[src/rtl/cfu_sha256_queue_if.sv]
// CFU request/response bundle between the core (master) and a function unit (slave).
interface cfu_sha256_queue_if #(
   parameter int ID_W   = 3,
   parameter int FUNC_W = 4
);
   logic              req_valid;
   logic              req_ready;
   logic [7:0]        req_cfu;
   logic [FUNC_W-1:0] req_func;
   logic [ID_W-1:0]   req_id;
   logic [31:0]       req_data0;
   logic [31:0]       req_data1;
   logic              resp_valid;
   logic              resp_ready;
   logic [ID_W-1:0]   resp_id;
   logic              resp_status;
   logic [31:0]       resp_data;

   modport master (
      output req_valid, req_cfu, req_func, req_id, req_data0, req_data1, resp_ready,
      input  req_ready, resp_valid, resp_id, resp_status, resp_data
   );

   modport slave (
      input  req_valid, req_cfu, req_func, req_id, req_data0, req_data1, resp_ready,
      output req_ready, resp_valid, resp_id, resp_status, resp_data
   );
endinterface

[src/rtl/cfu_sha256_queue.sv]
// SHA-256 helper / CRC32 CFU slave with an in-order response FIFO.
// Define CFU_CRC32_EN to build the multi-cycle CRC32 engine; otherwise req_cfu=0 is illegal.
module cfu_sha256_queue #(
   parameter int RESP_DEPTH = 4,
   parameter int ID_W       = 3,
   parameter int FUNC_W     = 4
) (
   input logic clk,
   input logic rst,
   cfu_sha256_queue_if.slave cfu
);
   localparam int PW = $clog2(RESP_DEPTH);

   typedef struct packed {
      logic [ID_W-1:0] id;
      logic            status;
      logic [31:0]     data;
   } resp_t;

   typedef enum logic {IDLE, CRC_RUN} state_t;

   state_t        state, state_nxt;
   resp_t         mem [RESP_DEPTH];
   resp_t         req_ent, push_ent;
   logic [PW-1:0] wptr, rptr;
   logic [PW:0]   count;
   logic          full, empty, fire, push, pop, push_imm;
   logic          crc_req, crc_last, crc_push;
   logic [31:0]   op3;

   function automatic logic [31:0] rotr(input logic [31:0] x, input int n);
      return (x >> n) | (x << (32 - n));
   endfunction

   assign full  = (count == (PW+1)'(RESP_DEPTH));
   assign empty = (count == '0);
   assign fire  = cfu.req_valid & cfu.req_ready;
   assign pop   = cfu.resp_ready & ~empty;

   // SHA and illegal ops resolve in the accept cycle; only CRC defers its push.
   always_comb begin
      req_ent    = '0;
      req_ent.id = cfu.req_id;
      if (cfu.req_cfu == 8'd1) begin
         case (int'(cfu.req_func))
            0: req_ent.data = rotr(cfu.req_data0, 7) ^ rotr(cfu.req_data0, 18) ^ (cfu.req_data0 >> 3);
            1: req_ent.data = rotr(cfu.req_data0, 17) ^ rotr(cfu.req_data0, 19) ^ (cfu.req_data0 >> 10);
            2: req_ent.data = rotr(cfu.req_data0, 2) ^ rotr(cfu.req_data0, 13) ^ rotr(cfu.req_data0, 22);
            3: req_ent.data = rotr(cfu.req_data0, 6) ^ rotr(cfu.req_data0, 11) ^ rotr(cfu.req_data0, 25);
            4: req_ent.data = (cfu.req_data0 & cfu.req_data1) ^ (~cfu.req_data0 & op3);
            5: req_ent.data = (cfu.req_data0 & cfu.req_data1) ^ (cfu.req_data0 & op3) ^
                              (cfu.req_data1 & op3);
            6: req_ent.data = '0;
            default: req_ent.status = 1'b1;
         endcase
      end else begin
         req_ent.status = 1'b1;
      end
   end

   always_ff @(posedge clk or posedge rst) begin
      if (rst)
         op3 <= '0;
      else if (fire && cfu.req_cfu == 8'd1 && int'(cfu.req_func) == 6)
         op3 <= cfu.req_data0;
   end

`ifdef CFU_CRC32_EN
   logic [31:0]     crc_q, crc_dat, crc_nxt;
   logic [1:0]      crc_cnt;
   logic [ID_W-1:0] crc_id;

   function automatic logic [31:0] crc_byte(input logic [31:0] c, input logic [7:0] b);
      logic [31:0] r;
      r = c ^ {24'd0, b};
      for (int i = 0; i < 8; i++)
         r = r[0] ? ((r >> 1) ^ 32'hEDB88320) : (r >> 1);
      return r;
   endfunction

   assign crc_req  = (cfu.req_cfu == 8'd0);
   assign crc_last = (crc_cnt == 2'd3);
   assign crc_nxt  = crc_byte(crc_q, crc_dat[7:0]);
   assign push_ent = crc_push ? '{id: crc_id, status: 1'b0, data: crc_nxt} : req_ent;

   // Data word is consumed low byte first by shifting it down each cycle.
   always_ff @(posedge clk or posedge rst) begin
      if (rst) begin
         crc_q   <= '0;
         crc_dat <= '0;
         crc_cnt <= '0;
         crc_id  <= '0;
      end else if (fire && crc_req) begin
         crc_q   <= cfu.req_data0;
         crc_dat <= cfu.req_data1;
         crc_cnt <= '0;
         crc_id  <= cfu.req_id;
      end else if (state == CRC_RUN) begin
         crc_q   <= crc_nxt;
         crc_dat <= crc_dat >> 8;
         crc_cnt <= crc_cnt + 2'd1;
      end
   end
`else
   assign crc_req  = 1'b0;
   assign crc_last = 1'b1;
   assign push_ent = req_ent;
`endif

   assign push_imm = fire & ~crc_req;
   assign push     = push_imm | crc_push;

   always_ff @(posedge clk or posedge rst) begin
      if (rst) state <= IDLE;
      else     state <= state_nxt;
   end

   always_comb begin
      state_nxt = state;
      case (state)
         IDLE:    if (fire && crc_req) state_nxt = CRC_RUN;
         CRC_RUN: if (crc_last) state_nxt = IDLE;
         default: state_nxt = IDLE;
      endcase
   end

   // Accept already guaranteed a free slot, so the CRC push never meets a full FIFO.
   always_comb begin
      cfu.req_ready = (state == IDLE) && !full;
      crc_push      = (state == CRC_RUN) && crc_last;
   end

   always_ff @(posedge clk or posedge rst) begin
      if (rst) begin
         wptr  <= '0;
         rptr  <= '0;
         count <= '0;
      end else begin
         if (push) wptr <= wptr + 1'b1;
         if (pop)  rptr <= rptr + 1'b1;
         case ({push, pop})
            2'b10:   count <= count + 1'b1;
            2'b01:   count <= count - 1'b1;
            default: count <= count;
         endcase
      end
   end

   always_ff @(posedge clk) begin
      if (push) mem[wptr] <= push_ent;
   end

   assign cfu.resp_valid  = ~empty;
   assign cfu.resp_id     = empty ? '0 : mem[rptr].id;
   assign cfu.resp_status = empty ? 1'b0 : mem[rptr].status;
   assign cfu.resp_data   = empty ? '0 : mem[rptr].data;
endmodule

[src/flat_wrapper.sv]
// flat-port wrapper written by rule: the top's interface ports become plain ports
module cfu_sha256_queue_flat 
#(
   parameter int RESP_DEPTH = 4,
   parameter int ID_W       = 3,
   parameter int FUNC_W     = 4
)
  (clk, rst, cfu_req_valid, cfu_req_cfu, cfu_req_func, cfu_req_id, cfu_req_data0, cfu_req_data1, cfu_resp_ready, cfu_req_ready, cfu_resp_valid, cfu_resp_id, cfu_resp_status, cfu_resp_data);
  cfu_sha256_queue_if #(.ID_W(ID_W), .FUNC_W(FUNC_W)) cfu_i ();
  input logic clk;
  input logic rst;
  input wire logic [$bits(cfu_i.req_valid)-1:0] cfu_req_valid;
  input wire logic [$bits(cfu_i.req_cfu)-1:0] cfu_req_cfu;
  input wire logic [$bits(cfu_i.req_func)-1:0] cfu_req_func;
  input wire logic [$bits(cfu_i.req_id)-1:0] cfu_req_id;
  input wire logic [$bits(cfu_i.req_data0)-1:0] cfu_req_data0;
  input wire logic [$bits(cfu_i.req_data1)-1:0] cfu_req_data1;
  input wire logic [$bits(cfu_i.resp_ready)-1:0] cfu_resp_ready;
  output wire logic [$bits(cfu_i.req_ready)-1:0] cfu_req_ready;
  output wire logic [$bits(cfu_i.resp_valid)-1:0] cfu_resp_valid;
  output wire logic [$bits(cfu_i.resp_id)-1:0] cfu_resp_id;
  output wire logic [$bits(cfu_i.resp_status)-1:0] cfu_resp_status;
  output wire logic [$bits(cfu_i.resp_data)-1:0] cfu_resp_data;
  assign cfu_i.req_valid = cfu_req_valid;
  assign cfu_i.req_cfu = cfu_req_cfu;
  assign cfu_i.req_func = cfu_req_func;
  assign cfu_i.req_id = cfu_req_id;
  assign cfu_i.req_data0 = cfu_req_data0;
  assign cfu_i.req_data1 = cfu_req_data1;
  assign cfu_i.resp_ready = cfu_resp_ready;
  assign cfu_req_ready = cfu_i.req_ready;
  assign cfu_resp_valid = cfu_i.resp_valid;
  assign cfu_resp_id = cfu_i.resp_id;
  assign cfu_resp_status = cfu_i.resp_status;
  assign cfu_resp_data = cfu_i.resp_data;
  cfu_sha256_queue #(.RESP_DEPTH(RESP_DEPTH), .ID_W(ID_W), .FUNC_W(FUNC_W)) u_core (.clk(clk), .rst(rst), .cfu(cfu_i));
endmodule
[config.mk]
export PLATFORM = sky130hd
export DESIGN_NAME = cfu_sha256_queue_flat
export DESIGN_NICKNAME = d
export VERILOG_FILES = /design/src/rtl/cfu_sha256_queue_if.sv /design/src/rtl/cfu_sha256_queue.sv /design/src/flat_wrapper.sv
export SDC_FILE = /design/constraint.sdc
export NUM_CORES = 1
export LEC_CHECK = 0
export BUFFER_PORTS_ARGS = -buffer_cell sky130_fd_sc_hd__buf_4
export CAP_MARGIN = 20
export CORE_MARGIN = 4
export CORE_UTILIZATION = 50
export DETAILED_ROUTE_END_ITERATION = 12
export GPL_TIMING_DRIVEN = 0
export HOLD_SLACK_MARGIN = 0.05
export PLACE_DENSITY_LB_ADDON = 0.08
export SETUP_SLACK_MARGIN = 0.3
export SYNTH_ARGS = -nofsm -noshare
export SYNTH_HDL_FRONTEND = slang
export SYNTH_SLANG_ARGS = --single-unit
[constraint.sdc]
create_clock -name clk -period 2.9 [get_ports clk]
set_input_delay 0.145 -clock clk [delete_from_list [all_inputs] [get_ports clk]]
set_output_delay 0.145 -clock clk [all_outputs]
set_load 0.03 [all_outputs]
==> results.toml <==
[timing]
hold_viol_final = 0
finalClockSkew_ps = 13.47
finalSetupTns_ps = 0
fmaxAchievable_ghz = 0.4149
setup_viol = 0
report.final.slew_viol_count = 0
worst_pin_slew_ps = 732.5
period_share_pct = 83.11
setup_slack_ps = 489.7
relSlewSlack_pct = 50.94
hold_ws_ps = 108.3
finalCriticalPeriod_ps = 2410
rsz0062_at_grt = "no"

[final_layout]
finalInstanceArea_um2 = 12660
multi_input_area_um2 = 5101
final.fill_count = 1740
ff_latch_area_um2 = 5300
fin_nets = 1097
drive_gt1_share_pct = 26.74
area_growth_pct = 16.78
diodes = 0

[place]
port_buffers = 103
pre_cts_slack_ps = 409.8
place_congestion = 0.9542
placed_area_um2 = 12060
place_hpwl_um = 21730

[setup_path]
worstPathArrival_ps = 2270
startpoint = "u_core.rptr[0]"
r2r-start = "u_core.count[0]"
rrSetupSlack_ps = 630
r2r_cells = 9
crit_chain = "buf_2 -> clkbuf_4 -> mux4_2 -> and2_1 -> buf_4"
startpoint_type = "flop"
cp_max_fo = 10
setup.worst_path.end = "cfu_resp_data[26]"
end_kind = "output port"
crit_required_ps = 2760
regToRegEndpoint = "u_core.count[2]"
crit_type = "flop to output port"
cp_slowest_stage_delay_ps = 530
cp_slowest_cell = "mux4_2"

[pwr]
total_power_mw = 10.00
power.leakage_nw = 4.378
worst_ir_drop_vdd_mv = 0.4124
power.density_nw_per_um2 = 789.8

[routing]
avgRoutedWirePerCell_um = 23.23
routed_via_density = 5.844
totalWireLength_um = 30110
drt_first_pass_iters = 5
vias = 7574
detail-route-antenna-nets = 0
drc = 0
dr.first_iter.drc_count = 709

[min_path]
hp-class = "primary input to flop"

[clock_tree]
cts_tree = "done"
clock-sinks = 183
clk_pin_slew_ps = 70
worstSkewPairLatency_ps = 430
htree_num_levels = 4
root_buffer = "clkbuf_16"
clockBufferDepth = 2
cts-buffers-inserted = 17

[floorplanning]
fp.dieH_um = 155.3
rows = 53
die_w_um = 155.3
die_area_um2 = 24100
num_io_pins = 121
initial_core_util_pct = 51.25
core-area_um2 = 21150

[yosys]
ys_ff_latch = 183
synth-seq-area-share_pct = 48.89
ys_warn_count = 0
synth_area_per_cell_um2 = 12.36
synth_area_um2 = 10840
postSynthCellCount = 877
yosysUniqueCellTypes = 41
synth_fp_nets = 966

[run]
maxCapViolations = 0

[status]
status = "finished, final reports clean"

[global_route]
grt_max_degree = 28
antenna_found_initial = 2
track_usage_pct = 25.18
grt_pass1_vias = 7509
overflow = 0
grt_pass1_wl_um = 45510
==> where the power goes <==
group          total (mW)  leakage (nW)  switching [mW]  internal (mW)
clock                2.15         0.256            1.03           1.12
sequential           3.53          1.79           0.139           3.39
combinational        4.32          2.34            2.44           1.87
total                10.0          4.38            3.61           6.39
==> final cells by class <==
class                           count  area share, %
Sequential cell                   183          41.86
Multi-Input combinational cell    598          40.29
Timing Repair Buffer              112          7.214
Buffer                             90          3.429
Clock buffer                       18          3.390
Tap cell                          275          2.718
Clock inverter                     14         0.9191
Inverter                            6         0.1779
==> cell usage after synthesis, drive strengths merged <==
library cell / n / area (um^2)
xnor2: 210 / 1839
edfxtp: 144 / 4324
a22oi: 57 / 427.9
buf: 55 / 290.3
dfrtp: 39 / 975.9
and2: 38 / 237.7
a21o: 36 / 270.3
mux4: 36 / 810.8
clkbuf: 35 / 132.6
mux2: 33 / 371.6
nor2: 33 / 123.9
o21ai: 30 / 150.1
a31oi: 29 / 181.4
nand2: 24 / 92.59
xor2: 21 / 183.9
a21oi: 14 / 70.07
inv: 6 / 22.52
ha: 5 / 62.56
nor3: 5 / 30.03
and3: 4 / 25.02
a22o: 3 / 26.28
nor4: 3 / 33.78
o22ai: 3 / 18.77
o31a: 3 / 26.28
nor4b: 2 / 30.03
or3b: 2 / 17.52
a211oi: 1 / 7.510
a2bb2oi: 1 / 8.760
a311o: 1 / 10.01
fa: 1 / 20.02
nand2b: 1 / 6.260
nand3b: 1 / 7.510
or3: 1 / 6.260
==> sequential cells by signal, summed over array words and instances, names as in the netlist <==
register      flops
u_core.mem      144
u_core.rptr       2
u_core.count      3
u_core.op3       32
u_core.wptr       2
==> worst min path at each step <==
stage                    from                end  slack (ps)  cells after the start
6_report        cfu_req_valid     u_core.wptr[0]         110                      3
3_3_place_gp    cfu_req_id[2]  u_core.mem[3][35]         350                      1
4_1_cts        cfu_resp_ready     u_core.rptr[0]          90                      3
3_5_place_dp              rst     u_core.op3[20]         160                      2
2_1_floorplan   cfu_req_id[0]  u_core.mem[0][33]         240                      0
5_1_grt        cfu_resp_ready     u_core.rptr[0]         100                      3
==> logic make-up (layout without fill, tap and decap cells) <==
| kind of cell | after synthesis | in the layout | share of synthesized area, % |
|---|---|---|---|
| flip-flops | 183 | 183 | 48.89 |
| XOR/XNOR | 231 | 231 | 18.66 |
| buffers and inverters | 96 | 240 | 4.108 |
| multiplexers | 69 | 69 | 10.91 |
| adder cells (fa/ha/maj) | 6 | 6 | 0.7617 |
| AO/OA/AOI/OAI | 178 | 178 | 11.04 |
| AND/OR/NAND/NOR | 114 | 114 | 5.632 |
==> placed cells by master, fill, tap and decap left out, drive strengths merged, types with 2 or more instances in the layout <==
cell	synthesis	final
o31a	3	3
nor4	3	3
dfrtp	39	39
xnor2	210	210
or3b	2	2
nor3	5	5
clkinv	0	2
mux4	36	36
and3	4	4
a21o	36	36
mux2	33	33
a22oi	57	57
edfxtp	144	144
inv	6	13
o21ai	30	30
clkbuf	35	54
buf	55	162
nor4b	2	2
a22o	3	3
and2	38	38
nand2	24	24
xor2	21	21
a21oi	14	14
a31oi	29	29
clkinvlp	0	5
ha	5	5
nor2	33	33
o22ai	3	3
dlygate4sd3	0	4
==> what timing repair did <==
action                                 4_1_cts  5_1_grt
hold buffers                                 4        0
setup endpoints to repair                   29       15
endpoints found under the hold margin       30        0
buffers inserted                             0        0
resized for setup                            5        3
==> through the flow <==
step                      cells  util, %
after global routing       1296    59.85
after CTS                  1296    59.83
after detailed placement   1260    57.03
final                      1296    59.85
after global placement     1255    56.53
after floorplan             877        -
==> critical path: cells and delay by family (launching register included) <==
kind	cells	cell delay, ps
buf+inv	3	810
mux	1	530
flops	1	340
simple gates	1	170
==> layer usage <==
metal,global-route usage (%),vias to the layer above,wire length (um)
met5,0,-,22
met4,8.003,4,589
met3,4.812,44,2460
met2,39.86,363,14210
met1,35.48,3743,12830
li1,-,3420,-
(Power assumes the default switching activity.)
